<file path="src/rtl/mem_wb_unit_pkg.sv">
// ---------------------------------------------------------------------------
// common
//   Types and helpers shared by the memory/writeback unit and its load
//   extender:
//     op_t    : class of instruction result entering the unit
//     msize_t : access width (byte, half, word, double)
//     state_t : memory/writeback sequencer state
//   Helpers:
//     size_mask     : byte-lane mask of an access before lane alignment
//     is_misaligned : access width vs. low address bits check
// ---------------------------------------------------------------------------
package common;

    typedef enum logic [1:0] {
        OP_ALU   = 2'd0,
        OP_LOAD  = 2'd1,
        OP_STORE = 2'd2
    } op_t;

    typedef enum logic [1:0] {
        SIZE_B = 2'd0,
        SIZE_H = 2'd1,
        SIZE_W = 2'd2,
        SIZE_D = 2'd3
    } msize_t;

    typedef enum logic [1:0] {
        ST_IDLE = 2'd0,
        ST_MEM  = 2'd1,
        ST_WB   = 2'd2
    } state_t;

    localparam int XLEN = 64;

    function automatic logic [7:0] size_mask(input msize_t s);
        logic [7:0] m;
        case (s)
            SIZE_B:  m = 8'h01;
            SIZE_H:  m = 8'h03;
            SIZE_W:  m = 8'h0F;
            default: m = 8'hFF;
        endcase
        return m;
    endfunction

    function automatic logic is_misaligned(input msize_t s, input logic [2:0] off);
        logic mis;
        case (s)
            SIZE_B:  mis = 1'b0;
            SIZE_H:  mis = off[0];
            SIZE_W:  mis = |off[1:0];
            default: mis = |off;
        endcase
        return mis;
    endfunction

endpackage

</file>
<file path="src/rtl/mem_wb_unit_extend.sv">
// ---------------------------------------------------------------------------
// mem_extend
//   Combinational load-data extractor: moves the addressed bytes of a 64-bit
//   bus word down to bit 0, keeps only the access width and sign- or
//   zero-extends the result to 64 bits. Doubleword loads pass through.
//   Ports:
//     data_i     : raw 64-bit bus read data
//     offset_i   : byte offset of the access within the bus word
//     size_i     : access width
//     unsigned_i : 1 = zero-extend, 0 = sign-extend
//     result_o   : register-file ready load value
// ---------------------------------------------------------------------------
module mem_extend
    import common::*;
(
    input  logic [63:0] data_i,
    input  logic [2:0]  offset_i,
    input  msize_t      size_i,
    input  logic        unsigned_i,
    output logic [63:0] result_o
);

    logic [63:0] shifted;

    always_comb begin
        shifted  = data_i >> {offset_i, 3'b000};
        result_o = shifted;
        case (size_i)
            SIZE_B: result_o = unsigned_i ? {56'd0, shifted[7:0]}
                                          : {{56{shifted[7]}}, shifted[7:0]};
            SIZE_H: result_o = unsigned_i ? {48'd0, shifted[15:0]}
                                          : {{48{shifted[15]}}, shifted[15:0]};
            SIZE_W: result_o = unsigned_i ? {32'd0, shifted[31:0]}
                                          : {{32{shifted[31]}}, shifted[31:0]};
            default: result_o = shifted;
        endcase
    end

endmodule

</file>
<file path="src/rtl/mem_wb_unit.sv">
// ---------------------------------------------------------------------------
// mem_wb_unit
//   Memory-access and register writeback stage. Accepts one instruction
//   result at a time; ALU results go straight to writeback, loads and stores
//   issue a single data-bus request and wait for its completion. Misaligned
//   accesses are rejected with a one-cycle misalign pulse.
//   Ports:
//     clk, reset                  : clock, asynchronous active-high reset
//     in_valid/in_ready           : upstream handshake
//     in_op, in_rd, in_alu_result : op class, destination, value/address
//     in_store_data, in_size      : store data, access width
//     in_unsigned                 : zero-extend loads
//     dreq_valid/write/addr       : data-bus request
//     dreq_strobe/wdata           : byte-lane enables, lane-aligned store data
//     dresp_valid/dresp_data      : data-bus completion and read data
//     rf_we/rf_rd/rf_wd           : register-file write port
//     misalign                    : rejected-access pulse
//     busy                        : unit not idle
// ---------------------------------------------------------------------------
module mem_wb_unit
    import common::*;
(
    input  logic        clk,
    input  logic        reset,

    input  logic        in_valid,
    output logic        in_ready,
    input  op_t         in_op,
    input  logic [4:0]  in_rd,
    input  logic [63:0] in_alu_result,
    input  logic [63:0] in_store_data,
    input  msize_t      in_size,
    input  logic        in_unsigned,

    output logic        dreq_valid,
    output logic        dreq_write,
    output logic [63:0] dreq_addr,
    output logic [7:0]  dreq_strobe,
    output logic [63:0] dreq_wdata,
    input  logic        dresp_valid,
    input  logic [63:0] dresp_data,

    output logic        rf_we,
    output logic [4:0]  rf_rd,
    output logic [63:0] rf_wd,

    output logic        misalign,
    output logic        busy
);

    state_t      state_q, state_d;

    op_t         op_q;
    logic [4:0]  rd_q;
    logic [63:0] addr_q;
    logic [7:0]  strobe_q;
    logic [63:0] wdata_q;
    msize_t      size_q;
    logic        unsigned_q;
    logic [63:0] wb_data_q;
    logic        misalign_q;

    logic        accept;
    logic        in_mis;
    logic        in_is_mem;
    logic [63:0] load_value;

    // in_ready is masked while reset is held so nothing is accepted then.
    assign in_ready  = (state_q == ST_IDLE) && !reset;
    assign accept    = in_valid && in_ready;
    assign in_is_mem = (in_op == OP_LOAD) || (in_op == OP_STORE);
    assign in_mis    = in_is_mem && is_misaligned(in_size, in_alu_result[2:0]);

    mem_extend u_extend (
        .data_i     (dresp_data),
        .offset_i   (addr_q[2:0]),
        .size_i     (size_q),
        .unsigned_i (unsigned_q),
        .result_o   (load_value)
    );

    // State register: async reset also drops dreq_valid immediately since
    // the request is decoded from the MEM state.
    always_ff @(posedge clk or posedge reset) begin
        if (reset) begin
            state_q <= ST_IDLE;
        end else begin
            state_q <= state_d;
        end
    end

    always_comb begin
        state_d = state_q;
        case (state_q)
            ST_IDLE: begin
                if (accept) begin
                    if (in_op == OP_ALU) begin
                        state_d = ST_WB;
                    end else if (!in_mis) begin
                        state_d = ST_MEM;
                    end
                end
            end
            ST_MEM: begin
                if (dresp_valid) begin
                    state_d = (op_q == OP_LOAD) ? ST_WB : ST_IDLE;
                end
            end
            ST_WB:   state_d = ST_IDLE;
            default: state_d = ST_IDLE;
        endcase
    end

    // Latched transaction fields. Strobe and store data are lane-aligned at
    // accept so they are constant for the whole MEM phase.
    always_ff @(posedge clk or posedge reset) begin
        if (reset) begin
            op_q       <= OP_ALU;
            rd_q       <= 5'd0;
            addr_q     <= 64'd0;
            strobe_q   <= 8'd0;
            wdata_q    <= 64'd0;
            size_q     <= SIZE_B;
            unsigned_q <= 1'b0;
            wb_data_q  <= 64'd0;
            misalign_q <= 1'b0;
        end else begin
            misalign_q <= accept && in_mis;
            if (accept) begin
                op_q       <= in_op;
                rd_q       <= in_rd;
                addr_q     <= in_alu_result;
                strobe_q   <= size_mask(in_size) << in_alu_result[2:0];
                wdata_q    <= in_store_data << {in_alu_result[2:0], 3'b000};
                size_q     <= in_size;
                unsigned_q <= in_unsigned;
                wb_data_q  <= in_alu_result;
            end else if ((state_q == ST_MEM) && dresp_valid && (op_q == OP_LOAD)) begin
                wb_data_q  <= load_value;
            end
        end
    end

    assign dreq_valid  = (state_q == ST_MEM);
    assign dreq_write  = (state_q == ST_MEM) && (op_q == OP_STORE);
    assign dreq_addr   = addr_q;
    assign dreq_strobe = strobe_q;
    assign dreq_wdata  = wdata_q;

    // x0 is never written, but the sequencer still spends the WB cycle.
    assign rf_we = (state_q == ST_WB) && (rd_q != 5'd0);
    assign rf_rd = rd_q;
    assign rf_wd = wb_data_q;

    assign misalign = misalign_q;
    assign busy     = (state_q != ST_IDLE);

endmodule

</file>
<file path="config.mk">
export PLATFORM = sky130hd
export DESIGN_NAME = mem_wb_unit
export DESIGN_NICKNAME = d
export VERILOG_FILES = /design/src/rtl/mem_wb_unit_pkg.sv /design/src/rtl/mem_wb_unit_extend.sv /design/src/rtl/mem_wb_unit.sv
export SDC_FILE = /design/constraint.sdc
export NUM_CORES = 1
export LEC_CHECK = 0
export CORE_UTILIZATION = 40
export DETAILED_ROUTE_END_ITERATION = 12
export PLACE_DENSITY = 0.73
export SLEW_MARGIN = 0
export SYNTH_ARGS = -nofsm -noshare
export SYNTH_HDL_FRONTEND = slang
export SYNTH_SLANG_ARGS = --single-unit
export TNS_END_PERCENT = 1
</file>
<file path="constraint.sdc">
create_clock -name clk -period 26.1 [get_ports clk]
set_clock_uncertainty 0.05 [all_clocks]
set_input_delay 7.83 -clock clk [delete_from_list [all_inputs] [get_ports clk]]
set_output_delay 7.83 -clock clk [all_outputs]
set_load 0.02 [all_outputs]
</file>
* Word level (Yosys, flattened, before mapping) *
Cells that the tools add are included.

storage, ports and cells
  output and inout port bits = 211
  input bits = 206
  word-level logic and storage cells = 61
  register bits after elaboration = 213

operators by class
  mux-type cells = 15
  reduce and logical (&&, ||, !) cells = 20
  equal/unequal tests = 13
  shift-type cells = 3

operator list
  kind                                                                      number
  64-bit 2-to-1 mux                                                         5
  64-bit one-hot mux with 3 select lines                                    1
  64-bit by 6-bit << shifter with 64-bit output                             1
  64-bit by 6-bit right shift with 64-bit output                            1
  8-bit one-hot mux with 3 select lines                                     1
  2-bit by 1-bit == test with 1-bit output (second input constant)          5
  2-bit == test (second input constant)                                     5
  2-bit 2-to-1 mux                                                          5
  1-bit logical AND                                                         8
  2-bit logical NOT                                                         4
  8-bit 2-to-1 mux                                                          1
  8-bit by 3-bit << shifter with 8-bit output                               1
  5-bit nonzero test                                                        1
  2-bit one-hot mux with 2 select lines                                     1
  2-bit nonzero test                                                        2
  3-bit by 2-bit inequality test with 1-bit output (second input constant)  1
  1-bit one-hot mux with 3 select lines                                     1
  3-bit AND reduction                                                       1
  3-bit OR reduction                                                        1
  2-bit by 1-bit inequality test with 1-bit output (second input constant)  1
  2-bit inequality test (second input constant)                             1
  2-bit OR reduction                                                        1
  1-bit logical NOT                                                         1
  1-bit logical OR                                                          1

* Logic depth before layout (Yosys ltp) *
  word-level depth = 7
  depth in mapped cells = 8

* Cells and area by module *
A second synthesis with hierarchy kept.

unflattened totals
  cells, all modules = 1248
  area total of the unflattened synthesis = 12298.0 um^2

modules (own cells, without submodules)
  module       times used  cells an instance  area each (um^2)
  mem_wb_unit  1           984                9998.3
  mem_extend   1           264                2299.7

* Least setup slack after synthesis *
Ideal clock, no wire load.

  kind = input port to output port
  start = input port reset
  end = output port in_ready
  path buffers = 0
  slack = 10097 ps
  required time = 18220 ps
  stages on the path = 1
  data arrival time = 8123 ps
  cell sequence = nor2_1

between the ends
  word-level cells in the longest chain between the ends = 2

RTL lines
  item                                line               text
  start, declared                     mem_wb_unit.sv:24  input logic reset,
  1-bit logical NOT (no source line)  -
  1-bit logical AND                   mem_wb_unit.sv:69  assign in_ready = (state_q == ST_IDLE) && !reset;
  end, declared                       mem_wb_unit.sv:27  output logic in_ready,

No other way between the ends.

* Worst setup path in the final report *
Ends and elaborated chain as after synthesis.

==> reports/summary.txt <==
OUTCOME
------------------------------------------------------------------------------------
Run status ............................................................    completed

FLOORPLAN
------------------------------------------------------------------------------------
Chip Width ............................................................     173.1 µm
Total Die Area ........................................................   29,960 µm²
Core region area ......................................................   28,780 µm²
Height of the die .....................................................     173.1 µm
Initial Util ..........................................................       40.68%
I/O pin count .........................................................          417
Placement row count ...................................................           62

HOLD PATH
------------------------------------------------------------------------------------
Class of the worst hold path ..........................................      reg2reg

GLOBAL ROUTE
------------------------------------------------------------------------------------
Number of antenna violations at the first check in global routing .....            2
Total routing usage reported by global routing ........................       30.11%
Maximum number of pins on one net before global-route repair ..........          141
Leftover overflow at the end of global routing ........................            0
First-pass GRT wire length ............................................    69,460 µm
Via count of the first global-routing pass ............................       11.32k

STA
------------------------------------------------------------------------------------
Slew Limit Fails ......................................................            0
Time the final worst path needs with I/O delays and setup .............    17,060 ps
Fmax achieved .........................................................  0.05860 GHz
Part of the cycle the worst path needs ................................       65.38%
Number of setup violations in the final report ........................            0
Post-Route Hold Slack .................................................     414.1 ps
Slew at the pin closest to its max-slew limit .........................      1172 ps
Final hold violation count ............................................            0
Setup tns final .......................................................         0 ps
Rel. slew slack .......................................................       21.27%
Setup repair after global routing missed its margin ...................        false

YOSYS
------------------------------------------------------------------------------------
Most area-consuming cells after synthesis ............................. dfrtp_1, nand2_1, mux4_2
Number of distinct library cells after synthesis ......................           56
Primary FF master, synth ..............................................      dfrtp_1
Number of flops mapped to enable cells by yosys .......................            0
Yosys Warn Count ......................................................            0
Cell Area, Synth ......................................................   11,710 µm²
Portion of the post-synthesis area used by sequential elements ........       45.52%
Synthesized instance count ............................................        1,227
Number of register bits inferred by synthesis .........................          213
Average cell area after synthesis .....................................    9.543 µm²
Area leader, netlist ..................................................      dfrtp_1
Net count after synthesis .............................................        1,434
Fraction of post-synthesis cell area in the top cell type by area .....       45.52%
Asr flop ratio synth ..................................................       100.0%

CELLS AND AREA
------------------------------------------------------------------------------------
Area of the multi-input gates .........................................     5926 µm²
Area growth from synthesis to final layout ............................       44.22%
Register cell area after layout .......................................     5334 µm²
Fraction of final layout cells with drive strength greater than 1 .....       9.869%
Final net count .......................................................        1,790
Count of filler cells inserted in the layout ..........................        2,522
Finished Layout Cells .................................................        1,988

ROUTING
------------------------------------------------------------------------------------
Per-cell via count in the routed design ...............................        5.677
Routed vias ...........................................................       11.29k
Drt first-iter violations .............................................        1,060
Detailed-route wire length ............................................    45,810 µm
Pre-Repair DR Iteration Count .........................................            6
Residual antenna-violating net count after detailed routing ...........            0
DRC violation count after routing .....................................            0
Routed len/inst .......................................................     23.04 µm

WORST SETUP PATH
------------------------------------------------------------------------------------
Critical-path cell with the highest stage delay ....................... clkdlybuf4s50_1
Startpoint Class ...................................................... primary input
Cells along the critical path ......................................... clkdlybuf4s50_1 > nor2_1 > clkdlybuf4s50_1
Cell type with the highest occurrence count on the critical path ...... clkdlybuf4s50_1
Critical path start-end classification ................................       in2out
Critical path's largest stage delay ...................................       620 ps
Category of the worst setup path capture point ........................   output pin
Largest driver fanout on the critical path ............................            4
Data arrival time of the worst path ...................................      9180 ps
Required time of the worst setup path .................................    18,220 ps

PLACEMENT
------------------------------------------------------------------------------------
Post-placement cell count .............................................        1,941
GP Congestion .........................................................       0.9219
HPWL Detailed .........................................................    33,660 µm
IO Port Bufs ..........................................................          416

CTS
------------------------------------------------------------------------------------
CTS tree ..............................................................         done
Clock buffer depth ....................................................            3
Number of buffers inserted for hold repair after clock tree synthesis .            0
CTS Buf Count .........................................................           24
Maximum level of the CTS H-tree .......................................            1
Clock slew at reported path FFs .......................................        60 ps
Number of sinks handled by clock tree synthesis .......................          213
Number of gates resized after CTS .....................................            0
Setup Buffers After CTS ...............................................            0
Clock root buffer .....................................................    clkbuf_16
Later-pin clock latency in the skew report ............................       530 ps

POWER AND IR DROP
------------------------------------------------------------------------------------
IR drop worst, VDD ....................................................     43.84 µV
Static Leakage ........................................................     7.244 nW
Power density over the cells .......................................... 81.42 nW/µm²

RUN
------------------------------------------------------------------------------------
Total of max-cap violations ...........................................            0

==> critical path: cells and delay by family <==
kind | cells | cell delay [ps]
buffers and inverters | 2 | 1190
AND/OR/NAND/NOR | 1 | 170
==> routing by layer <==
metal,global-route usage [%],part of all wire (%)
met5,0,0
met4,12.50,4.2
met3,8.179,9.2
met2,50.86,49
met1,36.26,38
==> registers in the layout (all words and copies together) (netlist names) <==
name,count
op_q,2
dreq_wdata,64
rf_rd,5
misalign,1
rf_wd,64
state_q,2
dreq_strobe,8
dreq_addr,64
unsigned_q,1
size_q,2
==> through the flow <==
| stage | cell area [µm²] | utilization, % | worst slack (ps) | power, mW |
|---|---|---|---|---|
| finish | 16890 | 58.67 | 9036 | 1.375 |
| global route | 16880 | 58.66 | 8994 | 1.438 |
| CTS | 16880 | 58.65 | 9031 | 1.380 |
| detailed placement | 16040 | 55.72 | 9025 | 1.018 |
| global placement | 16040 | 55.72 | 9018 | 1.012 |
| floorplan | 11710 | - | 10100 | 0.7519 |
==> cell type report <==
cell class / instances / area share (%)
multi-input cells: 906 / 35.09
flip-flops and latches: 213 / 31.59
repair buffers: 429 / 25.19
clock buffers: 33 / 4.298
well taps: 384 / 2.845
clock inverters: 11 / 0.6965
inverters: 9 / 0.2445
diodes: 3 / 0.04446
==> layout by cell type (no fill, tap or decap), drive strengths merged, types with 3 or more instances in the layout <==
master	netlist	layout
clkdlybuf4s50	0	414
nand2	339	339
dfrtp	213	213
o21ai	126	126
mux2i	68	68
nor2	65	65
a22oi	42	42
mux4	42	42
mux2	37	37
clkbuf	61	33
a22o	25	25
a221oi	16	16
buf	38	15
a21oi	13	13
o22ai	12	12
nor3	12	12
nand3	11	11
nor2b	10	10
or2	9	9
inv	9	9
o211ai	8	8
a311oi	8	8
o31ai	8	8
nand2b	7	7
clkinv	0	7
o22a	5	5
o2bb2ai	4	4
diode	0	3
and2	3	3
o21a	3	3
o221ai	3	3
a32oi	3	3
a2bb2oi	3	3
==> kinds of logic (layout without fill, tap and decap cells) <==
family,after synthesis,after routing,synth area share [%]
compound gates,288,288,16.27
other cells,0,3,0
buf+inv,108,482,3.986
mux,147,147,17.45
simple gates,470,470,16.66
flops,213,213,45.52
fa+ha+maj,1,1,0.1068
==> cells in the mapped netlist (4+ instances only) <==
library cell / instances
nand3_1: 11
o21ai_0: 126
or2_2: 9
o22ai_1: 12
buf_2: 25
inv_1: 8
nand2b_1: 7
nor2b_1: 10
a311oi_1: 8
nor3_1: 11
buf_1: 7
clkbuf_1: 61
o22a_1: 5
buf_4: 4
mux2i_1: 68
o2bb2ai_1: 4
a21oi_1: 13
a221oi_1: 16
nand2_1: 339
a22oi_1: 42
a22o_1: 25
o31ai_1: 7
mux4_2: 42
mux2_2: 37
nor2_1: 64
o211ai_1: 8
dfrtp_1: 213
==> where the power goes <==
group / internal [mW] / leakage, nW / switching (mW)
sequential: 0.408 / 2.65 / 0.0464
clock: 0.214 / 0.416 / 0.144
combinational: 0.257 / 4.18 / 0.305
==> path summary, 6_finish.rpt <==
path	startpoint	to	slack, ps	cells after the start
max in group asynchronous	reset	dreq_wdata[47]	16310	3
min in group asynchronous	reset	state_q[0]	7930	2
hold / removal	dreq_strobe[1]	dreq_strobe[1]	410	2
setup reg to reg	state_q[0]	dreq_wdata[18]	23070	4
setup / recovery	reset	in_ready	9040	3
hold reg to reg	dreq_strobe[1]	dreq_strobe[1]	410	2
Note: power is estimated with default switching activity, not from simulation.
